==> src/rtl/uart_pkg.sv <==
// Shared UART definitions: transmitter state encoding, parity codes and
// helpers that size the baud counter from the clock and line rates.
package uart_pkg;

   typedef enum logic [2:0] {
      IDLE,
      START,
      DATA,
      PAR,
      STOP
   } tx_state_t;

   localparam int PAR_NONE = 0;
   localparam int PAR_EVEN = 1;
   localparam int PAR_ODD  = 2;

   function automatic int baud_div(input int clock_rate, input int baud_rate);
      return clock_rate / baud_rate;
   endfunction

   function automatic int cnt_width(input int max_count);
      if (max_count <= 1) return 1;
      return $clog2(max_count + 1);
   endfunction

endpackage

==> src/rtl/uart_sync_fifo.sv <==
// Single-clock FIFO with wrap-bit pointers. Push on full and pop on empty are
// ignored, so the level can never overflow or underflow.
module uart_sync_fifo #(
   parameter int WIDTH = 8,
   parameter int DEPTH = 16
) (
   input  logic                     clk,
   input  logic                     rst_n,
   input  logic                     push,
   input  logic [WIDTH-1:0]         wr_data,
   input  logic                     pop,
   output logic [WIDTH-1:0]         rd_data,
   output logic                     full,
   output logic                     empty,
   output logic [$clog2(DEPTH):0]   level
);

   localparam int AW = $clog2(DEPTH);
   localparam logic [AW:0] FULL_LVL = (AW + 1)'(DEPTH);

   logic [WIDTH-1:0] mem_q [DEPTH];
   logic [AW:0]      wr_ptr_q, wr_ptr_d;
   logic [AW:0]      rd_ptr_q, rd_ptr_d;
   logic             push_ok;
   logic             pop_ok;

   assign level   = wr_ptr_q - rd_ptr_q;
   assign full    = (level == FULL_LVL);
   assign empty   = (level == '0);
   assign push_ok = push && !full;
   assign pop_ok  = pop && !empty;
   assign rd_data = mem_q[rd_ptr_q[AW-1:0]];

   always_comb begin
      wr_ptr_d = wr_ptr_q;
      rd_ptr_d = rd_ptr_q;
      if (push_ok) wr_ptr_d = wr_ptr_q + 1'b1;
      if (pop_ok)  rd_ptr_d = rd_ptr_q + 1'b1;
   end

   always_ff @(posedge clk or negedge rst_n) begin
      if (!rst_n) begin
         wr_ptr_q <= '0;
         rd_ptr_q <= '0;
      end else begin
         wr_ptr_q <= wr_ptr_d;
         rd_ptr_q <= rd_ptr_d;
      end
   end

   // Storage carries no reset; the pointers alone define what is valid.
   always_ff @(posedge clk) begin
      if (push_ok) mem_q[wr_ptr_q[AW-1:0]] <= wr_data;
   end

endmodule

==> src/rtl/uart8_tx_fifo.sv <==
// Buffered 8-bit UART transmitter: FIFO-fed framing FSM producing start,
// LSB-first data, optional parity and one or two stop bits.
module uart8_tx_fifo
   import uart_pkg::*;
#(
   parameter int CLOCK_RATE   = 100000000,
   parameter int BAUD_RATE    = 9600,
   parameter int TURBO_FRAMES = 0,
   parameter int PARITY       = 0,
   parameter int FIFO_DEPTH   = 16
) (
   input  logic                          clk,
   input  logic                          rst_n,
   input  logic                          txEn,
   input  logic                          wr_valid,
   output logic                          wr_ready,
   input  logic [7:0]                    wr_data,
   output logic                          tx,
   output logic                          txBusy,
   output logic                          txDone,
   output logic [$clog2(FIFO_DEPTH):0]   fifo_level
);

   localparam int BAUD_DIV = baud_div(CLOCK_RATE, BAUD_RATE);
   localparam int CNT_W    = cnt_width(BAUD_DIV - 1);
   localparam logic [CNT_W-1:0] BAUD_LAST = CNT_W'(BAUD_DIV - 1);
   localparam bit   USE_PAR   = (PARITY == PAR_EVEN) || (PARITY == PAR_ODD);
   localparam bit   ODD_PAR   = (PARITY == PAR_ODD);
   localparam logic [2:0] LAST_DATA = 3'd7;
   localparam logic [2:0] LAST_STOP = (TURBO_FRAMES != 0) ? 3'd0 : 3'd1;

   tx_state_t        state_q, state_d;
   logic [CNT_W-1:0] baud_cnt_q, baud_cnt_d;
   logic [2:0]       bit_cnt_q, bit_cnt_d;
   logic [7:0]       shift_q, shift_d;
   logic             par_q, par_d;
   logic             tx_q, tx_d;
   logic             busy_q, busy_d;
   logic             done_q, done_d;

   logic             fifo_pop;
   logic             fifo_full;
   logic             fifo_empty;
   logic [7:0]       fifo_rd_data;
   logic             can_start;
   logic             bit_end;
   logic             launch;

   uart_sync_fifo #(
      .WIDTH (8),
      .DEPTH (FIFO_DEPTH)
   ) u_fifo (
      .clk     (clk),
      .rst_n   (rst_n),
      .push    (wr_valid),
      .wr_data (wr_data),
      .pop     (fifo_pop),
      .rd_data (fifo_rd_data),
      .full    (fifo_full),
      .empty   (fifo_empty),
      .level   (fifo_level)
   );

   assign wr_ready  = !fifo_full;
   assign can_start = txEn && !fifo_empty;
   assign bit_end   = (baud_cnt_q == '0);

   always_ff @(posedge clk or negedge rst_n) begin
      if (!rst_n) begin
         state_q    <= IDLE;
         baud_cnt_q <= '0;
         bit_cnt_q  <= '0;
         tx_q       <= 1'b1;
         busy_q     <= 1'b0;
         done_q     <= 1'b0;
      end else begin
         state_q    <= state_d;
         baud_cnt_q <= baud_cnt_d;
         bit_cnt_q  <= bit_cnt_d;
         tx_q       <= tx_d;
         busy_q     <= busy_d;
         done_q     <= done_d;
      end
   end

   always_ff @(posedge clk) begin
      shift_q <= shift_d;
      par_q   <= par_d;
   end

   always_comb begin
      state_d    = state_q;
      baud_cnt_d = baud_cnt_q;
      bit_cnt_d  = bit_cnt_q;
      shift_d    = shift_q;
      par_d      = par_q;
      fifo_pop   = 1'b0;
      launch     = 1'b0;
      if (state_q != IDLE && !bit_end) baud_cnt_d = baud_cnt_q - 1'b1;
      case (state_q)
         IDLE:  launch = can_start;
         START: if (bit_end) begin
            state_d    = DATA;
            baud_cnt_d = BAUD_LAST;
         end
         DATA: if (bit_end) begin
            baud_cnt_d = BAUD_LAST;
            shift_d    = shift_q >> 1;
            if (bit_cnt_q == LAST_DATA) begin
               bit_cnt_d = '0;
               state_d   = USE_PAR ? PAR : STOP;
            end else begin
               bit_cnt_d = bit_cnt_q + 1'b1;
            end
         end
         PAR: if (bit_end) begin
            state_d    = STOP;
            baud_cnt_d = BAUD_LAST;
            bit_cnt_d  = '0;
         end
         STOP: if (bit_end) begin
            if (bit_cnt_q == LAST_STOP) begin
               // Chaining straight into START keeps back-to-back frames gapless.
               launch  = can_start;
               state_d = IDLE;
            end else begin
               bit_cnt_d  = bit_cnt_q + 1'b1;
               baud_cnt_d = BAUD_LAST;
            end
         end
         default: state_d = IDLE;
      endcase
      if (launch) begin
         fifo_pop   = 1'b1;
         shift_d    = fifo_rd_data;
         par_d      = (^fifo_rd_data) ^ ODD_PAR;
         state_d    = START;
         baud_cnt_d = BAUD_LAST;
         bit_cnt_d  = '0;
      end
   end

   // Outputs are registered from the next state so tx never glitches.
   always_comb begin
      case (state_d)
         START:   tx_d = 1'b0;
         DATA:    tx_d = shift_d[0];
         PAR:     tx_d = par_d;
         default: tx_d = 1'b1;
      endcase
      busy_d = (state_d != IDLE);
      done_d = (state_d == STOP) && (baud_cnt_d == '0) && (bit_cnt_d == LAST_STOP);
   end

   assign tx     = tx_q;
   assign txBusy = busy_q;
   assign txDone = done_q;

endmodule
==> config.mk <==
export PLATFORM = sky130hd
export DESIGN_NAME = uart8_tx_fifo
export DESIGN_NICKNAME = d
export VERILOG_FILES = /design/src/rtl/uart_pkg.sv /design/src/rtl/uart_sync_fifo.sv /design/src/rtl/uart8_tx_fifo.sv
export SDC_FILE = /design/constraint.sdc
export NUM_CORES = 1
export LEC_CHECK = 0
export ABC_AREA = 1
export CAP_MARGIN = 20
export CORE_MARGIN = 2
export CORE_UTILIZATION = 55
export DETAILED_ROUTE_END_ITERATION = 6
export PLACE_DENSITY = 0.75
export SLEW_MARGIN = 40
export SYNTH_ARGS = -nofsm -noshare
export SYNTH_HDL_FRONTEND = slang
export SYNTH_SLANG_ARGS = --single-unit
==> constraint.sdc <==
create_clock -name clk -period 5.1 [get_ports clk]
set_input_delay 1.02 -clock clk [delete_from_list [all_inputs] [get_ports clk]]
set_output_delay 1.02 -clock clk [all_outputs]
set_load 0.02 [all_outputs]
==> impl_metrics.csv, run 1 <==
group,metric,value,unit
global_routing,grt_pass1_vias,5468,
synthesis,yosys-top-cells-area,"edfxtp_1, nand2_1, dfrtp_1",
synthesis,syn_area,0.00801,mm2
synthesis,synth-main-ff-cell,"edfxtp_1",
layout,mostFrequentLayoutCells,"nand2_1, edfxtp_1, inv_1, nand3_1, nor2_1",
critical_path,cp-start-kind,"flop",
clock_network,post_cts_buffers,0,
sta,finClkSkew,0.0113,ns
placement,place.gp.congestion,0.868,
drt,drtPass1Iterations,5,
status,status,"finished, final reports clean",
critical_path,crit_chain,"buf_4 -> clkinv_1 -> ha_1 -> nand3_1 -> nand2_1 -> xor2_1 -> nand3_1 -> clkdlybuf4s50_1",
drt,wirelength,16.8,mm
power,p_leak,0.00381,uW
global_routing,antenna_found_initial,0,
critical_path,cp_max_fo,20,
placement,place_hpwl,10.6,mm
sta,maxSlewViolCount,0,
synthesis,synth_top_area_cell,"edfxtp_1",
sta,max_freq,233,MHz
floorplanning,io_pins,21,
placement,dp.cells,1012,
critical_path,arrival,3.28,ns
synthesis,ys_types,40,
floorplanning,die_w,125,um
synthesis,yosysSeqAreaShare,0.614,
global_routing,grt-ovfl-total,0,
synthesis,synth_cells,830,
critical_path,worstSetupPathType,"reg -> out",
drt,detail_route.wl_per_cell,16.1,um
clock_network,cts_buffers,17,
synthesis,syn-num-nets,856,
critical_path,crit_slowest_cell,"ha_1",
synthesis,synth-edff-count,135,
critical_path,critPathCaptureType,"output pin",
clock_network,htreeDepth,4,
global_routing,grt_max_degree,72,
sta,finalSetupViolCount,0,
sta,slew_headroom,0.461,
sta,hold_viol,0,
critical_path,max_stage_delay,0.57,ns
synthesis,syn_avg_cell_area,9.65,um2
power,vdd_drop_max,0.000315,V
sta,holdWs,0.491,ns
synthesis,async_flop_share,0.194,
layout,nets,873,
critical_path,cp.required,4.08,ns
layout,drive_above_1_share,0.0850,
clock_network,holdBufCountCts,0,
global_routing,globalRouteTotalUtil,0.228,
layout,mostFrequentLayoutCell,"nand2_1",
clock_network,ctsResizeCount,0,
synthesis,ys_warn_count,0,
sta,setup-tns-final,0,ns
floorplanning,die_h,125,um
layout,num_antenna_cells,0,
synthesis,synth_top_cell_area_share,0.506,
sta,rsz0062_at_grt,"no",
placement,io_buffers,20,
worst_hold_path,hold_class,"reg -> reg",
clock_network,clock_sinks,170,
critical_path,crit_path_frequent_cell,"nand3_1",
critical_path,path_buf_inv,3,
synthesis,synth_seq_cells,170,
clock_network,cts-root-buf,"clkbuf_16",
drt,vias_per_cell,5.26,
layout,layout.cells.non_filler,1043,
drt,vias,5489,
floorplanning,fp-row-count,44,
sta,fin_crit_sh,0.842,
clock_network,ctsLongestPathBuffers,2,
drt,drc,0,
floorplanning,start_util,0.558,
global_routing,grt_pass1_wl,27.4,mm
drt,first_iter_violations,455,
floorplanning,die_area,0.0156,mm2
critical_path,critPathTopFamily,"buffers and inverters",
layout,syn_to_final_growth,11.6,%
clock_network,clk_latency,0.44,ns
flow_run,maxCapViolations,0,
drt,drtAntennaViolNets,0,
clock_network,cts_tree,"yes",
power,pwr_density_cell,590,mW/mm2
sta,tightest_slew,0.805,ns
floorplanning,core,0.0144,mm2
clock_network,clk_pin_slew,0.07,ns
sta,period_minus_slack,4.30,ns
layout,n_fill_cell,1135,
[power by group]
part / switching [uW] / internal, uW
clock: 566 / 781
sequential: 104 / 1710
combinational: 1430 / 691
total: 2100 / 3180
[kinds of logic after synthesis]
| family | after synthesis | share of synthesized area |
|---|---|---|
| flip-flops | 170 | 0.614 |
| XOR/XNOR | 22 | 0.0240 |
| AO/OA/AOI/OAI | 43 | 0.0322 |
| buffers and inverters | 140 | 0.0717 |
| adder cells (fa/ha/maj) | 14 | 0.0228 |
| AND/OR/NAND/NOR | 441 | 0.235 |
[stage by stage]
stage | worst slack [ns] | util | cell area, um2 | power [uW]
after floorplan | 1.90 | - | 8010 | 3360
after global placement | 1.34 | 0.580 | 8330 | 3900
after detailed placement | 1.27 | 0.580 | 8330 | 3930
after CTS | 0.796 | 0.622 | 8940 | 5280
after global routing | 0.598 | 0.622 | 8940 | 5610
final | 0.803 | 0.622 | 8940 | 5270
[state kept, by name, summed over array words and instances (netlist names), 3 cells and up]
signal,flops
bit_cnt_q,3
u_fifo.wr_ptr_q,5
u_fifo.mem_q,128
u_fifo.rd_ptr_q,5
state_q,3
baud_cnt_q,14
shift_q,8
[area by class of cell]
cell class                      count  area (um2)  area share
Clock buffer                       17         425      0.0476
Clock inverter                     14         181      0.0203
Inverter                          113         427      0.0477
Multi-Input combinational cell    520        2520       0.282
Sequential cell                   170        4920       0.551
Tap cell                          184         230      0.0257
Timing Repair Buffer               25         238      0.0266
[path summary, 6_finish.rpt]
check,startpoint,to,slack (ns),cells after the start
min in group asynchronous,rst_n,baud_cnt_q[2],0.99,2
hold / removal,par_q,par_q,0.49,2
setup reg to reg,u_fifo.rd_ptr_q[2],u_fifo.mem_q[15][1],1.52,12
setup / recovery,u_fifo.rd_ptr_q[2],wr_ready,0.80,8
max in group asynchronous,rst_n,u_fifo.rd_ptr_q[0],3.77,2
hold reg to reg,par_q,par_q,0.49,2
[Yosys cell counts (5+ instances only)]
| cell type | count |
|---|---|
| a21oi_1 | 8 |
| buf_2 | 21 |
| dfrtp_1 | 32 |
| edfxtp_1 | 135 |
| ha_1 | 13 |
| inv_1 | 100 |
| inv_2 | 12 |
| nand2_1 | 241 |
| nand3_1 | 94 |
| nor2_1 | 75 |
| nor2_2 | 8 |
| o21ai_0 | 18 |
| o21ai_1 | 5 |
| xnor2_1 | 6 |
| xor2_1 | 16 |
[worst register-to-register path: cells and delay by family, from the launching register on]
| family | cells | cell delay, ns |
|---|---|---|
| adder cells (fa/ha/maj) | 1 | 0.57 |
| buffers and inverters | 4 | 0.90 |
| flip-flops | 1 | 0.33 |
| AND/OR/NAND/NOR | 6 | 1.18 |
| XOR/XNOR | 1 | 0.22 |
[metal layers]
layer  global-route usage  wire (um)  vias up
li1                     -          -     2720
met1                0.288       7190     2564
met2                0.377       8200      155
met3               0.0524        860       50
met4                0.104        538        0
met5                    0          0        -
No activity file was read; power rests on OpenSTA's default activity.
==> run 2, diff against run 1 <==
==> constraint.sdc (replaced) <==
create_clock -name clk -period 4.1 [get_ports clk]
set_input_delay 0.82 -clock clk [delete_from_list [all_inputs] [get_ports clk]]
set_output_delay 0.82 -clock clk [all_outputs]
set_load 0.02 [all_outputs]
==> run 2 against run 1 <==
Compared with the run above:
- cell count up 0.38%
- clock power rose by 17%
- power rose by 23%
- hold slack got worse by 0.14 ns
- routed wire length rose by 0.78%
- utilization down 0.078 points
- global-route usage rose by 0.070 points
==> impl_metrics.csv, run 2 (same netlist as run 1, synthesis figures left out) <==
group,metric,value,unit
status,status,"finished, final reports clean",
placement,dpl-instance-area,0.00836,mm2
global_routing,grt_busiest_layer,"met2",
layout,layout.cells.non_filler,1047,
layout,drive_above_1_share,0.0869,
drt,detail_route.wl_per_cell,16.2,um
power,vdd_drop_max,0.000377,V
clock_network,post_cts_buffers,0,
floorplanning,die_h,125,um
floorplanning,io_pins,21,
layout,multi_input_area,0.00252,mm2
clock_network,clk_pin_slew,0.07,ns
sta,hold_viol,0,
clock_network,htreeDepth,4,
critical_path,arrival,2.90,ns
critical_path,worstSetupPathType,"reg -> out",
worst_hold_path,hold_class,"in -> async",
global_routing,grt-ovfl-total,0,
sta,setup-tns-final,0,ns
floorplanning,core,0.0144,mm2
clock_network,holdBufCountCts,0,
layout,syn_to_final_growth,11.4,%
floorplanning,die_area,0.0156,mm2
sta,finClkSkew,0.00880,ns
power,power,6500,uW
drt,drc,0,
flow_run,maxCapViolations,0,
layout,seqCellArea,0.00492,mm2
drt,drtAntennaViolNets,0,
clock_network,ctsResizeCount,0,
global_routing,grt_pass1_wl,27.2,mm
power,p_leak,0.00381,uW
critical_path,cp.required,3.28,ns
critical_path,rr_worst_depth,13,
layout,largest_reg_flops,128,
placement,place_hpwl,11.0,mm
critical_path,cp_max_fo,20,
placement,io_buffers,20,
drt,first_iter_violations,453,
layout,num_antenna_cells,0,
clock_network,cts_buffers,17,
critical_path,critPathCaptureType,"output pin",
sta,period_minus_slack,3.72,ns
critical_path,r2r-start,"u_fifo.rd_ptr_q[2]",
power,pwr_density_cell,727,mW/mm2
sta,slew_headroom,0.494,
sta,tightest_slew,0.757,ns
global_routing,antenna_found_initial,0,
drt,vias,5500,
drt,wirelength,16.9,mm
global_routing,grt_use_met2,0.379,
drt,vias_per_cell,5.25,
global_routing,globalRouteTotalUtil,0.229,
global_routing,met3_usage,0.0606,
placement,place.gp.congestion,0.864,
sta,finalSetupViolCount,0,
drt,drtPass1Iterations,4,
floorplanning,fp-row-count,44,
global_routing,grt_max_degree,70,
sta,rsz0062_at_grt,"no",
clock_network,ctsLongestPathBuffers,2,
sta,maxSlewViolCount,0,
placement,dp.cells,1016,
sta,fin_crit_sh,0.906,
layout,nets,877,
global_routing,grt_pass1_vias,5297,
sta,max_freq,269,MHz
layout,mostFrequentLayoutCell,"nand2_1",
layout,n_fill_cell,1141,
critical_path,reg2reg_slack,0.89,ns
critical_path,cp-start-kind,"flop",
floorplanning,die_w,125,um
clock_network,clk_latency,0.43,ns
layout,mostFrequentLayoutCells,"nand2_1, edfxtp_1, inv_1, nand3_1, nor2_1",
critical_path,worstReg2RegEnd,"u_fifo.mem_q[15][5]",
clock_network,cts-root-buf,"clkbuf_16",
floorplanning,start_util,0.558,
clock_network,clock_sinks,170,
global_routing,grtUsageMet1,0.302,
clock_network,cts_tree,"yes",
layout,fin_area,0.00893,mm2
-- run 2: cell count changes in the layout (fill, tap and decap cells not counted), sizes merged --
cell | before | now
clkinvlp | 1 | 2
clkdlybuf4s50 | 20 | 19
inv | 120 | 117
buf | 5 | 10
clkinv | 3 | 5
clkbuf | 17 | 18
bufinv | 3 | 2
-- run 2: area by class of cell --
class                   count  area share
flip-flops and latches    170       0.551
multi-input cells         520       0.282
clock buffers              18      0.0481
inverters                 113      0.0475
repair buffers             29      0.0294
well taps                 184      0.0258
clock inverters            13      0.0161
-- run 2: routing by layer --
layer	wire, um	up-vias
met5	0	-
met4	201	0
met3	1140	18
met2	8270	190
met1	7310	2558
li1	-	2734
-- run 2: power breakdown --
group / switching [uW] / internal (uW)
registers: 139 / 2120
logic: 1780 / 876
clock network: 675 / 901
-- run 2: worst max-delay path by stage --
| stage | slack, ns | endpoint | start |
|---|---|---|---|
| 2_1_floorplan | 0.97 | u_fifo.mem_q[15][0] | u_fifo.rd_ptr_q[2] |
| 3_3_place_gp | 0.89 | wr_ready | u_fifo.rd_ptr_q[2] |
| 3_5_place_dp | 0.83 | wr_ready | u_fifo.rd_ptr_q[2] |
| 4_1_cts | 0.38 | wr_ready | u_fifo.rd_ptr_q[2] |
| 5_1_grt | 0.18 | wr_ready | u_fifo.rd_ptr_q[2] |
| 6_report | 0.38 | wr_ready | u_fifo.rd_ptr_q[2] |
-- run 2: critical path: stages, from the launching register on --
cell,delay (ns)
dfrtp_1,0.32
buf_4,0.22
clkinv_1,0.09
buf_4,0.21
ha_1,0.37
nand3_1,0.09
nand2_1,0.09
xor2_1,0.34
nand3_1,0.15
clkdlybuf4s50_1,0.56
-- run 2: per-stage QoR --
step           worst slack, ns  hold slack (ns)  utilization
2_1_floorplan            0.972            0.455            -
3_3_place_gp             0.888            0.477        0.582
3_5_place_dp             0.829            0.484        0.582
4_1_cts                  0.383            0.370        0.621
5_1_grt                  0.184            0.386        0.621
6_report                 0.384            0.349        0.621
==> run 3, diff against run 2 <==
--- a/config.mk
+++ b/config.mk
@@ -8,10 +8,12 @@
 export ABC_AREA = 1
 export CAP_MARGIN = 20
 export CORE_MARGIN = 2
-export CORE_UTILIZATION = 55
+export CORE_UTILIZATION = 51
 export DETAILED_ROUTE_END_ITERATION = 6
-export PLACE_DENSITY = 0.75
+export PLACE_DENSITY = 0.71
+export REMOVE_ABC_BUFFERS = 1
 export SLEW_MARGIN = 40
 export SYNTH_ARGS = -nofsm -noshare
 export SYNTH_HDL_FRONTEND = slang
 export SYNTH_SLANG_ARGS = --single-unit
+export TNS_END_PERCENT = 30
==> run 3 against run 2 <==
Compared with the run above:
- register-to-register slack hardly changed
- critical path depth is the same
- via count shrank 1.2%
- clock skew up 0.0016 ns
- count of clock-buffer cells in the layout did not move
- utilization fell by 3.3 points
- global-route usage decreased by 1.3 points
- hold slack better by 0.14 ns
- cell area is 0.63% higher
- largest cell class unchanged
==> impl_metrics.csv, run 3 (same netlist as run 1, synthesis figures left out) <==
group,metric,value,unit
layout,multi_input_area,0.00252,mm2
critical_path,crit_chain,"inv_1 -> ha_1 -> inv_1 -> fa_1 -> nand3_1 -> nand2_1 -> xor2_1 -> nand3_1 -> clkdlybuf4s50_1",
floorplanning,die_h,129,um
placement,place_hpwl,10.8,mm
power,vdd_drop_max,0.000376,V
placement,place.gp.congestion,0.868,
drt,wirelength,16.6,mm
placement,io_buffers,20,
sta,finalSetupViolCount,0,
layout,n_fill_cell,1310,
global_routing,grt_pass1_vias,5288,
layout,nets,877,
critical_path,cp-start-kind,"flop",
clock_network,clk_latency,0.43,ns
clock_network,ctsLongestPathBuffers,2,
placement,post-place-ws,0.871,ns
layout,mostFrequentLayoutCells,"nand2_1, edfxtp_1, inv_1, nand3_1, nor2_1",
critical_path,max_stage_delay,0.56,ns
sta,period_minus_slack,3.66,ns
critical_path,critPathTopFamily,"buffers and inverters",
layout,drive_above_1_share,0.0903,
power,switching_power,2600,uW
clock_network,post_cts_buffers,0,
sta,finClkSkew,0.0104,ns
drt,first_iter_violations,455,
critical_path,cp_max_fo,4,
worst_hold_path,hold_class,"reg -> reg",
placement,dpl-instance-area,0.00840,mm2
floorplanning,die_w,129,um
sta,rsz0062_at_grt,"no",
layout,seqCellArea,0.00492,mm2
drt,vias_per_cell,5.06,
sta,worst_slack,0.437,ns
clock_network,htreeDepth,4,
clock_network,clk_pin_slew,0.07,ns
critical_path,cp.required,3.28,ns
critical_path,crit_slowest_cell,"clkdlybuf4s50_1",
drt,drtAntennaViolNets,0,
layout,largest_reg_flops,128,
floorplanning,die_area,0.0167,mm2
global_routing,globalRouteTotalUtil,0.216,
power,power_frac_clock,0.245,
global_routing,antenna_found_initial,0,
floorplanning,fp-row-count,45,
sta,slew_headroom,0.423,
drt,drtPass1Iterations,5,
power,pwr_density_cell,726,mW/mm2
floorplanning,start_util,0.525,
clock_network,ctsResizeCount,0,
clock_network,holdBufCountCts,0,
global_routing,grt-ovfl-total,0,
sta,tightest_slew,0.862,ns
power,seqPwrFrac,0.347,
clock_network,clock_sinks,170,
sta,maxSlewViolCount,0,
floorplanning,core,0.0153,mm2
global_routing,grt_pass1_wl,27.0,mm
layout,post-route-util,0.589,
clock_network,cts_tree,"yes",
critical_path,path_buf_inv,3,
status,status,"finished, final reports clean",
layout,fin_area,0.00899,mm2
clock_network,cts_buffers,17,
critical_path,arrival,2.84,ns
floorplanning,io_pins,21,
power,p_leak,0.00382,uW
power,intPower,3920,uW
drt,vias,5436,
drt,drc,0,
layout,syn_to_final_growth,12.1,%
critical_path,critPathCaptureType,"output pin",
flow_run,maxCapViolations,0,
power,combPwrFrac,0.408,
clock_network,cts-root-buf,"clkbuf_16",
layout,num_antenna_cells,0,
global_routing,grt_max_degree,71,
critical_path,worstSetupPathType,"reg -> out",
drt,detail_route.wl_per_cell,15.5,um
sta,fin_crit_sh,0.893,
power,p_sw_frac,0.399,
sta,setup-tns-final,0,ns
layout,mostFrequentLayoutCell,"nand2_1",
sta,hold_viol,0,
sta,holdWs,0.490,ns
sta,max_freq,273,MHz
[run 3: changes by cell type in the layout (fill, tap and decap cells not counted)]
cell,change
clkinv_1,-3
inv_6,+3
buf_2,-1
clkdlybuf4s50_1,+1
clkinv_2,+1
clkinv_4,+1
inv_8,-1
[run 3: area by class of cell]
cell class | instances | area share
sequential | 170 | 0.548
multi-input combinational | 520 | 0.280
clock buffer | 18 | 0.0478
inverter | 113 | 0.0472
timing repair buffer | 29 | 0.0298
tap | 211 | 0.0294
clock inverter | 14 | 0.0180
[run 3: worst paths after layout]
path | from | end | slack, ns | depth (start not counted)
worst max-delay path | u_fifo.wr_ptr_q[0] | wr_ready | 0.44 | 9
worst min-delay path | par_q | par_q | 0.49 | 2
worst max register to register | u_fifo.wr_ptr_q[0] | u_fifo.mem_q[15][2] | 0.90 | 12
worst min register to register | par_q | par_q | 0.49 | 2
max in group asynchronous | rst_n | tx | 2.95 | 2
min in group asynchronous | rst_n | baud_cnt_q[4] | 0.81 | 2
[run 3: through the flow]
stage	total power, uW	instances
CTS	6530	1075
finish	6520	1075
global route	6970	1075
detailed placement	4930	1043
floorplan	4070	803
global placement	4900	1043
[run 3: worst min-delay path: stages (launching register included)]
cell and delay (ns):
dfxtp_1 0.31, nor2_1 0.05, a21oi_1 0.10
[run 3: power by group through the flow]
stage | clock network (uW) | logic (uW) | registers (uW)
floorplan | 0 | 1710 | 2370
global placement | 0 | 2610 | 2290
finish | 1600 | 2660 | 2260
CTS | 1610 | 2650 | 2260
global route | 1680 | 3010 | 2280
detailed placement | 0 | 2640 | 2290
[run 3: layer usage]
metal	vias up	wire length, um	share of wire	track usage
li1	2730	-	-	-
met5	-	0	0	0
met3	32	826	0.050	0.0392
met4	0	407	0.024	0.0959
met2	153	7930	0.48	0.349
met1	2521	7460	0.45	0.289
